===== src/rtl/fetch_seq.sv =====
// fetch_seq: mcpu instruction fetch/execute sequencer with a req/ack memory handshake,
// variable-length operand fetch, branch/halt control and a sticky memory-timeout fault.
module fetch_seq #(
    parameter int AW = 16,
    parameter int MW = 8,
    parameter int OPW = 8,
    parameter int MAXOPL = 8,
    parameter int TIMEOUT = 16,
    parameter logic [AW-1:0] RESET_PC = '0,
    localparam int LW = $clog2(MAXOPL + 1)
) (
    input  logic                 i_clk,
    input  logic                 i_rst_n,
    input  logic                 i_run,
    output logic                 o_mem_req,
    output logic [AW-1:0]        o_mem_addr,
    input  logic                 i_mem_ack,
    input  logic [MW-1:0]        i_mem_rdata,
    input  logic [LW-1:0]        i_opl_len,
    output logic                 o_exe,
    input  logic                 i_exe_done,
    input  logic                 i_hlt,
    input  logic                 i_br_take,
    input  logic [AW-1:0]        i_br_tgt,
    output logic [OPW-1:0]       o_opc,
    output logic [MAXOPL*MW-1:0] o_opl,
    output logic [AW-1:0]        o_pc,
    output logic [2:0]           o_cs,
    output logic                 o_fault
);

    localparam int CW = (TIMEOUT > 1) ? $clog2(TIMEOUT) : 1;

    typedef enum logic [2:0] {
        S_IDLE  = 3'd0,
        S_OPCFT = 3'd1,
        S_OPLFT = 3'd2,
        S_EXE   = 3'd3,
        S_HALT  = 3'd4,
        S_FAULT = 3'd5
    } state_t;

    state_t              r_state;
    logic [AW-1:0]       r_pc;
    logic [OPW-1:0]      r_opc;
    logic [MAXOPL*MW-1:0] r_opl;
    logic [LW-1:0]       r_idx;
    logic [CW-1:0]       r_cnt;
    logic                r_exe;
    logic                r_fault;
    logic                r_run_q;

    logic [LW-1:0]       w_len;
    logic                w_req;
    logic                w_run_edge;
    logic                w_timeout;

    // Oversized operand counts from the external decoder are clamped to the register capacity.
    assign w_len      = (i_opl_len > LW'(MAXOPL)) ? LW'(MAXOPL) : i_opl_len;
    assign w_req      = (r_state == S_OPCFT) || ((r_state == S_OPLFT) && (r_idx < w_len));
    assign w_run_edge = i_run & ~r_run_q;
    assign w_timeout  = (TIMEOUT != 0) && w_req && !i_mem_ack && (r_cnt == CW'(TIMEOUT - 1));

    assign o_mem_req  = w_req;
    assign o_mem_addr = r_pc;
    assign o_exe      = r_exe;
    assign o_opc      = r_opc;
    assign o_opl      = r_opl;
    assign o_pc       = r_pc;
    assign o_cs       = r_state;
    assign o_fault    = r_fault;

    always_ff @(posedge i_clk or negedge i_rst_n) begin
        if (!i_rst_n) begin
            r_state <= S_IDLE;
            r_pc    <= RESET_PC;
            r_opc   <= '0;
            r_opl   <= '0;
            r_idx   <= '0;
            r_cnt   <= '0;
            r_exe   <= 1'b0;
            r_fault <= 1'b0;
            r_run_q <= 1'b0;
        end else begin
            r_run_q <= i_run;
            r_exe   <= 1'b0;

            // The wait counter only runs while a request is stalled; any ack or exit clears it.
            if ((TIMEOUT != 0) && w_req && !i_mem_ack && !w_timeout) begin
                r_cnt <= r_cnt + CW'(1);
            end else begin
                r_cnt <= '0;
            end

            case (r_state)
                S_IDLE, S_HALT: begin
                    if (w_run_edge) begin
                        r_state <= S_OPCFT;
                    end
                end
                S_OPCFT: begin
                    if (i_mem_ack) begin
                        r_opc   <= i_mem_rdata[OPW-1:0];
                        r_opl   <= '0;
                        r_idx   <= '0;
                        r_pc    <= r_pc + AW'(1);
                        r_state <= S_OPLFT;
                    end else if (w_timeout) begin
                        r_state <= S_FAULT;
                        r_fault <= 1'b1;
                    end
                end
                S_OPLFT: begin
                    if (!w_req) begin
                        r_state <= S_EXE;
                        r_exe   <= 1'b1;
                    end else if (i_mem_ack) begin
                        for (int k = 0; k < MAXOPL; k++) begin
                            if (r_idx == LW'(k)) begin
                                r_opl[k*MW +: MW] <= i_mem_rdata;
                            end
                        end
                        r_pc  <= r_pc + AW'(1);
                        r_idx <= r_idx + LW'(1);
                        if (r_idx + LW'(1) == w_len) begin
                            r_state <= S_EXE;
                            r_exe   <= 1'b1;
                        end
                    end else if (w_timeout) begin
                        r_state <= S_FAULT;
                        r_fault <= 1'b1;
                    end
                end
                S_EXE: begin
                    if (i_exe_done) begin
                        if (i_hlt) begin
                            r_state <= S_HALT;
                        end else begin
                            if (i_br_take) begin
                                r_pc <= i_br_tgt;
                            end
                            r_state <= S_OPCFT;
                        end
                    end else begin
                        r_exe <= 1'b1;
                    end
                end
                S_FAULT: begin
                    r_fault <= 1'b1;
                end
                default: begin
                    r_state <= S_IDLE;
                end
            endcase
        end
    end

endmodule


===== config.mk =====
export PLATFORM = sky130hd
export DESIGN_NAME = fetch_seq
export DESIGN_NICKNAME = d
export VERILOG_FILES = /design/src/rtl/fetch_seq.sv
export SDC_FILE = /design/constraint.sdc
export NUM_CORES = 1
export LEC_CHECK = 0
export CAP_MARGIN = 20
export CELL_PAD_IN_SITES_DETAIL_PLACEMENT = 1
export CELL_PAD_IN_SITES_GLOBAL_PLACEMENT = 1
export CORE_MARGIN = 2
export CORE_UTILIZATION = 32
export CTS_CLUSTER_DIAMETER = 80
export CTS_CLUSTER_SIZE = 30
export DETAILED_ROUTE_END_ITERATION = 12
export GPL_ROUTABILITY_DRIVEN = 0
export HOLD_SLACK_MARGIN = 0.05
export PLACE_DENSITY = 0.86
export SLEW_MARGIN = 20
export SYNTH_ARGS = -nofsm -noshare
export SYNTH_HDL_FRONTEND = slang
export SYNTH_SLANG_ARGS = --single-unit

===== constraint.sdc =====
create_clock -name i_clk -period 2.2 [get_ports i_clk]
set_clock_uncertainty 0.15 [all_clocks]
set_input_delay 0.44 -clock i_clk [delete_from_list [all_inputs] [get_ports i_clk]]
set_output_delay 0.44 -clock i_clk [all_outputs]
set_load 0.02 [all_outputs]

; ---- Word level (Yosys, flattened, before mapping)
; Index checks and enable logic that the tools add are counted.
; W data, S select, Z words.
[classes]
n_reduce_logical = 26
muxes = 42
addsub = 3
bitwise_logic = 3
order_cmp = 2
n_eq_ne = 30
[ops]
columns = operator, n
row1 = $mux W64, 3
row2 = $pmux W64 S2, 1
row3 = $mux W16, 5
row4 = $mux W8, 8
row5 = $pmux W16 S3, 1
row6 = $reduce_and A5 Y1, 9
row7 = $mux W3, 8
row8 = $mux W4, 5
row9 = $add A16 B1 Y16 const B, 1
row10 = $eq A4 B3 Y1 const B, 4
row11 = $ne A2 B1 Y1 const B, 8
row12 = $pmux W3 S5, 1
row13 = $ne A2 B2 Y1 const B, 7
row14 = $add A4 B1 Y4 const B, 2
row15 = $eq A4 B2 Y1 const B, 2
row16 = $pmux W4 S2, 1
row17 = $reduce_and A4 Y1, 2
row18 = $mux W1, 7
row19 = $eq A3 B2 Y1 const B, 2
row20 = $eq A3 B3 Y1 const B, 2
row21 = $reduce_bool A3 Y1, 2
row22 = $eq A4 B1 Y1 const B, 1
row23 = $eq A4 B4 Y1, 1
row24 = $eq A4 B4 Y1 const B, 1
row25 = 16 further kinds, 22
[totals]
register_bits = 102
wordCells = 122
input_bits = 35

; ---- Logic depth before layout (Yosys ltp)
[depth]
depth_word = 11
ltp_mapped = 9
ltp_nobuf = 7

; ---- Worst setup path after synthesis
; OpenSTA, ideal clock, no wires.
[synth_timing]
path_kind = input -> register
from = input i_opl_len[3]
to = register r_pc[12], in the netlist o_mem_addr[12]
t_arrival_ps = 2171
setup_ps = 77
path_slack_ps = -198
path_stages = 9
t_required_ps = 1973
path_cell_list = inv_1 > ha_1 > a21oi_1 > o221a_1 > and3_1 > clkbuf_1 > clkbuf_1 > a21oi_1 > a21oi_1
[synth_between]
elab_chain_cells = 7
[synth_rtl]
columns = element, line_no
row1 = from (decl), 19  ; input logic [LW-1:0] i_opl_len,
row2 = $gt A4 B4 Y1, 59  ; assign w_len = (i_opl_len > LW'(MAXOPL)) ? LW'(MAXOPL) : i_opl_len;
row3 = $mux W4 *, 59
row4 = $lt A4 B4 Y1 *, 60  ; assign w_req = (r_state == S_OPCFT) || ((r_state == S_OPLFT) && (r_idx < w_len));
row5 = $logic_and A1 B1 Y1 *, 60
row6 = $logic_or A1 B1 Y1 *, 60
row7 = $ne A2 B2 Y1 (no line) *, -
row8 = $reduce_and A5 Y1 (no line) *, -
row9 = to (signal assigned), 106  ; r_pc <= r_pc + AW'(1);
row10 = to (signal assigned), 123  ; r_pc <= r_pc + AW'(1);
row11 = to (signal assigned), 140  ; r_pc <= i_br_tgt;
row12 = to (decl), 44  ; logic [AW-1:0] r_pc;
; Mark *: on every way between the ends. The rest lies on a longest branch, timed or not.
; A chain may end at the register's enable or synchronous reset.

; ---- Final worst setup path
[layout_timing]
from = register r_idx[1]
to = output o_mem_req
[layout_between]
elab_chain_cells = 3
[layout_rtl]
columns = element, line_no
row1 = from (decl), 47  ; logic [LW-1:0] r_idx;
row2 = from (signal assigned), 124  ; r_idx <= r_idx + LW'(1);
row3 = $lt A4 B4 Y1, 60
row4 = $logic_and A1 B1 Y1, 60
row5 = $logic_or A1 B1 Y1, 60
row6 = to (decl), 15  ; output logic o_mem_req,
; No other way between the ends.

==> impl_metrics.csv <==
group,metric,value,unit
die,dieWidth,128,microns
finish,postLayoutCellArea,7320,sq um
outcome,violations,"setup timing",
synth,syn_area_per_cell,9.84,sq um
clock_tree,cts.path.max_buffers,2,
drt,routed-via-count,4695,
finish,layout_commonest_cell,"clkdlybuf4s50_1",
clock_tree,htreeDepth,3,
setup_path,critPathArrivalTime,1690,ps
grt,grtUsageTotal,21.7,%
timing,whs,337,ps
grt,grt_pass1_vias,4959,
power_and_ir_drop,p_per_area,1470,nW/um^2
timing,setup_slack,-79.3,ps
power_and_ir_drop,ir_worst_vdd,0.627,mV
drt,avgRoutedWirePerCell,20.3,microns
synth,synthXorXnorAreaFrac,1.07,%
synth,synth_top_family_by_area,"compound AO/OA/AOI/OAI gates",
synth,yosysUniqueCellTypes,52,
finish,nets,720,
finish,final_cell_mix,"clkdlybuf4s50_1 (138), dfrtp_1 (100), o21ai_1 (78)",
clock_tree,numCtsBuffers,9,
synth,synth_adder_area_share,2.55,%
timing,maxSlewHeadroom,65.4,%
synth,synth_ff_type,"dfrtp_1",
synth,async_flop_share,100,%
synth,synthSimpleGateAreaFrac,11.2,%
placed_design,numPortBuffers,144,
drt,ant_nets,0,
drt,via_per_inst,5.42,
drt,drc_errors,0,
synth,synth_top_area_cell,"dfrtp_1",
drt,totalWireLength,17.6,mm
grt,antenna_found_initial,0,
synth,synth_top_area_share,52.0,%
synth,synth-seq-cells,102,
timing,slew_violations,0,
outcome,status,"complete, but fails checks",
die,initial_core_util,32.6,%
grt,grt.overflow.total,0,
synth,netlist_area,4910,sq um
placed_design,place_hpwl,12.5,mm
setup_path,crit_path_end_kind,"primary output",
setup_path,crit_fanout,2,
setup_path,critical_path_class,"register to primary output",
clock_tree,cts_tree,"done",
finish,drive_above_1_share,18.3,%
die,dieHeight,128,microns
finish,num_antenna_cells,0,
die,io_pins,145,
die,die-area,16400,sq um
timing,clock.fmax,439,MHz
synth,yosysWarningCount,0,
finish,syn_to_final_growth,48.9,%
timing,grt_setup_unrepaired,"true",
placed_design,post_dp_cell_area,6770,sq um
timing,worst_pin_slew,518,ps
timing,hold_viol,0,
die,core_region_area,15100,sq um
setup_path,crit_required,1610,ps
power_and_ir_drop,cellLeakagePower,3.09,nW
clock_tree,clk_latency,360,ps
synth,ys_seq_area_share,52.0,%
timing,finalCriticalPeriod,2280,ps
synth,syn_inst,499,
synth,synth_edf_count,0,
clock_tree,path_clk_slew,70,ps
timing,finalSetupViolCount,1,
grt,grt_start_max_net_pins,39,
synth,syn-num-nets,544,
finish,final_util,48.5,%
placed_design,pre_cts_slack,-968,ps
setup_path,worstSetupStartpointType,"register",
run,max_cap_viol_count,0,
clock_tree,cts_sinks,102,
drt,first_iter_violations,148,
synth,synthMuxAreaShare,4.08,%
synth,netlist_top_cells_area,"dfrtp_1 (52%), o21ai_1 (6.8%), o21ai_0 (6.5%)",
drt,dr.pass1.iters,4,
synth,synth_compound_area_share,22.2,%
worst_hold_path,hold_class,"register to register",
clock_tree,clock_tree.root_cell,"clkbuf_16",
timing,fin_crit_sh,104,%
die,rows,45,
power_and_ir_drop,finalPower,0.0108,W
grt,grt_pass1_wl,27.4,mm
-- critical path, stage by stage, from the launching register on --
cell	delay (ps)
dfrtp_1	420
ha_4	280
nor2b_4	150
o211ai_2	110
a31o_2	240
buf_6	130
-- cell usage after synthesis (all sizes together) (3+ instances only) --
cell type / n
o21ai: 131
dfrtp: 102
a21oi: 39
nand2: 34
buf: 25
clkbuf: 17
inv: 17
nor2: 15
nand3: 12
mux2i: 11
ha: 10
or2: 9
mux2: 8
o22ai: 7
nand4: 6
xnor2: 5
a31oi: 4
nand2b: 4
and2: 3
and3: 3
and4: 3
nand3b: 3
nor2b: 3
nor3: 3
-- state kept, by name (all words and copies together), names as in the netlist --
register / count
o_mem_addr: 16
o_opc: 8
o_exe: 1
r_idx: 4
o_opl: 64
r_run_q: 1
o_cs: 3
o_fault: 1
r_cnt: 4
-- layer usage --
metal	GRT usage (%)	vias up	share of wire (%)
met5	0	-	0
met4	6.08	0	1.3
met3	5.68	18	6.7
met1	26.8	2386	41
li1	-	2135	-
met2	37.5	156	51
-- report_power, final --
| part | leakage [nW] | switching, W | internal, W |
|---|---|---|---|
| Combinational | 1.62 | 0.00337 | 0.00272 |
| Sequential | 1.33 | 0.000547 | 0.00248 |
| Clock | 0.141 | 0.000726 | 0.000909 |
| Total | 3.09 | 0.00465 | 0.00611 |
-- what timing repair did --
item | CTS | global route
gates cloned | 2 | 0
hold buffers | 1 | 0
endpoints found under the setup margin | 89 | 75
pin swaps | 6 | 4
buffers inserted | 2 | 5
resized for setup | 31 | 33
endpoints found under the hold margin | 17 | 0
-- kinds of logic after synthesis --
| kind of cell | count (synthesis) |
|---|---|
| adders and majority gates | 10 |
| and+or+nand+nor | 106 |
| buffers and inverters | 59 |
| AOI/OAI and AO/OA | 197 |
| DFF | 102 |
| muxes | 19 |
| xor gates and xnor gates | 6 |
-- worst paths after layout --
kind	startpoint	endpoint	slack, ps	cells past startpoint
min	o_fault	o_fault	340	1
min reg2reg	o_fault	o_fault	340	1
min in group asynchronous	i_rst_n	o_opl[63]	390	2
max reg2reg	o_cs[2]	o_mem_addr[2]	30	8
max in group asynchronous	i_rst_n	o_opl[4]	830	3
max	r_idx[1]	o_mem_req	-80	5
-- layout make-up --
type / count / area (sq um)
Sequential cell: 102 / 2550
Fill cell: 1660 / 7770
Clock buffer: 10 / 239
Timing Repair Buffer: 205 / 1950
Multi-Input combinational cell: 340 / 2210
Inverter: 17 / 63.8
Tap cell: 188 / 235
Clock inverter: 5 / 58.8
-- per-stage QoR --
step	std cells	setup TNS [ps]
3_3_place_gp	843	-68010
2_1_floorplan	499	-77.7
5_1_grt	867	-607
4_1_cts	862	-109
6_report	867	-79.3
3_5_place_dp	843	-78260
Power figures use the tool's default switching activity.
==> RTL change: new RTL, same flow settings <==
`AW`: 16 -> 14.
--- a/src/rtl/fetch_seq.sv
+++ b/src/rtl/fetch_seq.sv
@@ -3,3 +3,3 @@
 module fetch_seq #(
-    parameter int AW = 16,
+    parameter int AW = 14,
     parameter int MW = 8,
Interface: changed (resized i_br_tgt, o_mem_addr and o_pc); port bits go from 145 to 139. No check against the original RTL was run, so the function may have changed too.
==> RTL change against the original RTL <==
- the flow still finishes with violations (negative setup slack)
- setup slack worse by 54 ps
- routed wire length is 7.4% higher
- die area is 2.1% lower
- first-iteration DRC count is 130% higher
- clock power is 7% higher
- combinational power is 13% higher
- sequential cell count is 2 lower
- power is 8.5% higher
- non-clock buffer count is 13 higher
- synthesized area is 2.2% lower
- count of clock-buffer cells in the layout is 1 lower
- design area is 4.5% higher
- synthesized cell count is 0.40% lower
- critical endpoint unchanged
==> RTL change: results (changes against the original RTL) <==
outcome: "finished, violations left"
failed_checks: "negative setup slack"
via_per_inst: 5.51  # +1.8%
multi_input_comb_cells: 351  # +3.2%
r2r_start: "r_idx[0]$_DFFE_PN0P_"
grt_pass1_wl_mm: 27.7  # +1.1%
fin_ws_ps: -133  # -54.0 ps
holdWs_ps: 338  # +0.994 ps
register_area_um2: 2500  # -2.0%
netlist_area_um2: 4800  # -2.2%
slew_headroom_pct: 56.3  # -9.0 points
ys_types: 56  # +7.7%
max-vdd-ir-drop_v: 0.000771  # +23%
synth.area.top_cells: "dfrtp_1, o21ai_0, o21ai_1"
clkCellAreaFrac_pct: 4.17  # +0.10 points
comb_power_share_pct: 58.7  # +2.1 points
fillers: 1584  # -4.6%
buffers_excl_clock: 218  # +6.3%
port_buffers: 138  # -4.2%
clkPwrFrac_pct: 15.0  # -0.2 points
r2r_cells: 9  # +1
r2r_slack_ps: -70  # -100 ps
buffer_area_share_pct: 27.2  # +0.44 points
timing.rr.end: "o_opl[5]$_DFFE_PN0P_"
track_usage_pct: 21.9  # +0.23 points
min_to: "o_opc[7]$_DFFE_PN0P_"
areaGrowthSynthToFinish_pct: 59.2
multi_input_area_share_pct: 32.5  # +2.3 points
ys_seq_area_share_pct: 52.1  # +0.12 points
place_area_um2: 6620  # -2.3%
min_path_cells: 2  # +1
inv_count: 8  # -9
drive_above_1_share_pct: 27.6  # +9.3 points
switchingPower_w: 0.00512  # +10%
num-nets-final: 731  # +1.5%
syn-num-nets: 540  # -0.74%
hpwlAfterDp_mm: 12.2  # -2.5%
setup_viol: 16  # +15
drt-initial-drc-count: 344  # +130%
synthTopCellsByCount: "dfrtp_1, o21ai_0, o21ai_1, nand2_1, nand3_1"
drt_wl_total_mm: 18.9  # +7.4%
nFlopsAndLatches: 100  # -2.0%
hp-start: "o_opc[7]$_DFFE_PN0P_"
powerDensity_nw_per_um2: 1530  # +3.8%
p_leak_nw: 3.23  # +4.3%
## RTL change: changes by cell type after synthesis, sizes merged, moves of 7 or more
| cell | before | now |
|---|---|---|
| nor3 | 3 | 15 |
| a2bb2oi | 2 | 9 |
| mux2 | 8 | 1 |
| a21oi | 39 | 16 |
| inv | 17 | 8 |
| o21ai | 131 | 138 |
| mux2i | 11 | 3 |
| nand3 | 12 | 20 |
| nand2 | 34 | 46 |
## RTL change: cells by family after synthesis
logic type	after synthesis	synth area share, %
multiplexers	4	0.859
AND/OR/NAND/NOR	136	14.4
buffers and inverters	49	6.43
flip-flops	100	52.1
XOR/XNOR	6	1.09
adder cells (fa/ha/maj)	10	2.60
AO/OA/AOI/OAI	192	22.5
## RTL change: worst max-delay path: cells and delay by family (launching register included)
family,cells,cell delay (ps)
compound gates,2,400
buf+inv,1,130
flops,1,430
fa+ha+maj,1,280
simple gates,1,150
## RTL change: layer usage
| layer | up-vias | routed length, um | track usage (%) | part of all wire (%) |
|---|---|---|---|---|
| li1 | 2176 | - | - | - |
| met1 | 2458 | 7730 | 27.5 | 41 |
| met2 | 168 | 9710 | 38.1 | 51 |
| met3 | 27 | 1090 | 5.57 | 5.8 |
| met4 | 0 | 361 | 5.11 | 1.9 |
| met5 | - | 0 | 0 | 0 |
## RTL change: metrics by stage
step           setup slack [ps]  instances  setup TNS, ps
2_1_floorplan             -66.4        497          -3260
3_3_place_gp               -870        836         -59480
3_5_place_dp               -882        836         -64960
4_1_cts                    -160        857          -2060
5_1_grt                    -203        876          -2340
6_report                   -133        876           -709
## RTL change: repair_timing
item,in CTS,in global routing
hold endpoints to repair,43,0
resized for setup,31,152
gates cloned,2,5
pin swaps,4,43
setup buffers,3,15
setup endpoints to repair,89,84
hold buffers,1,0
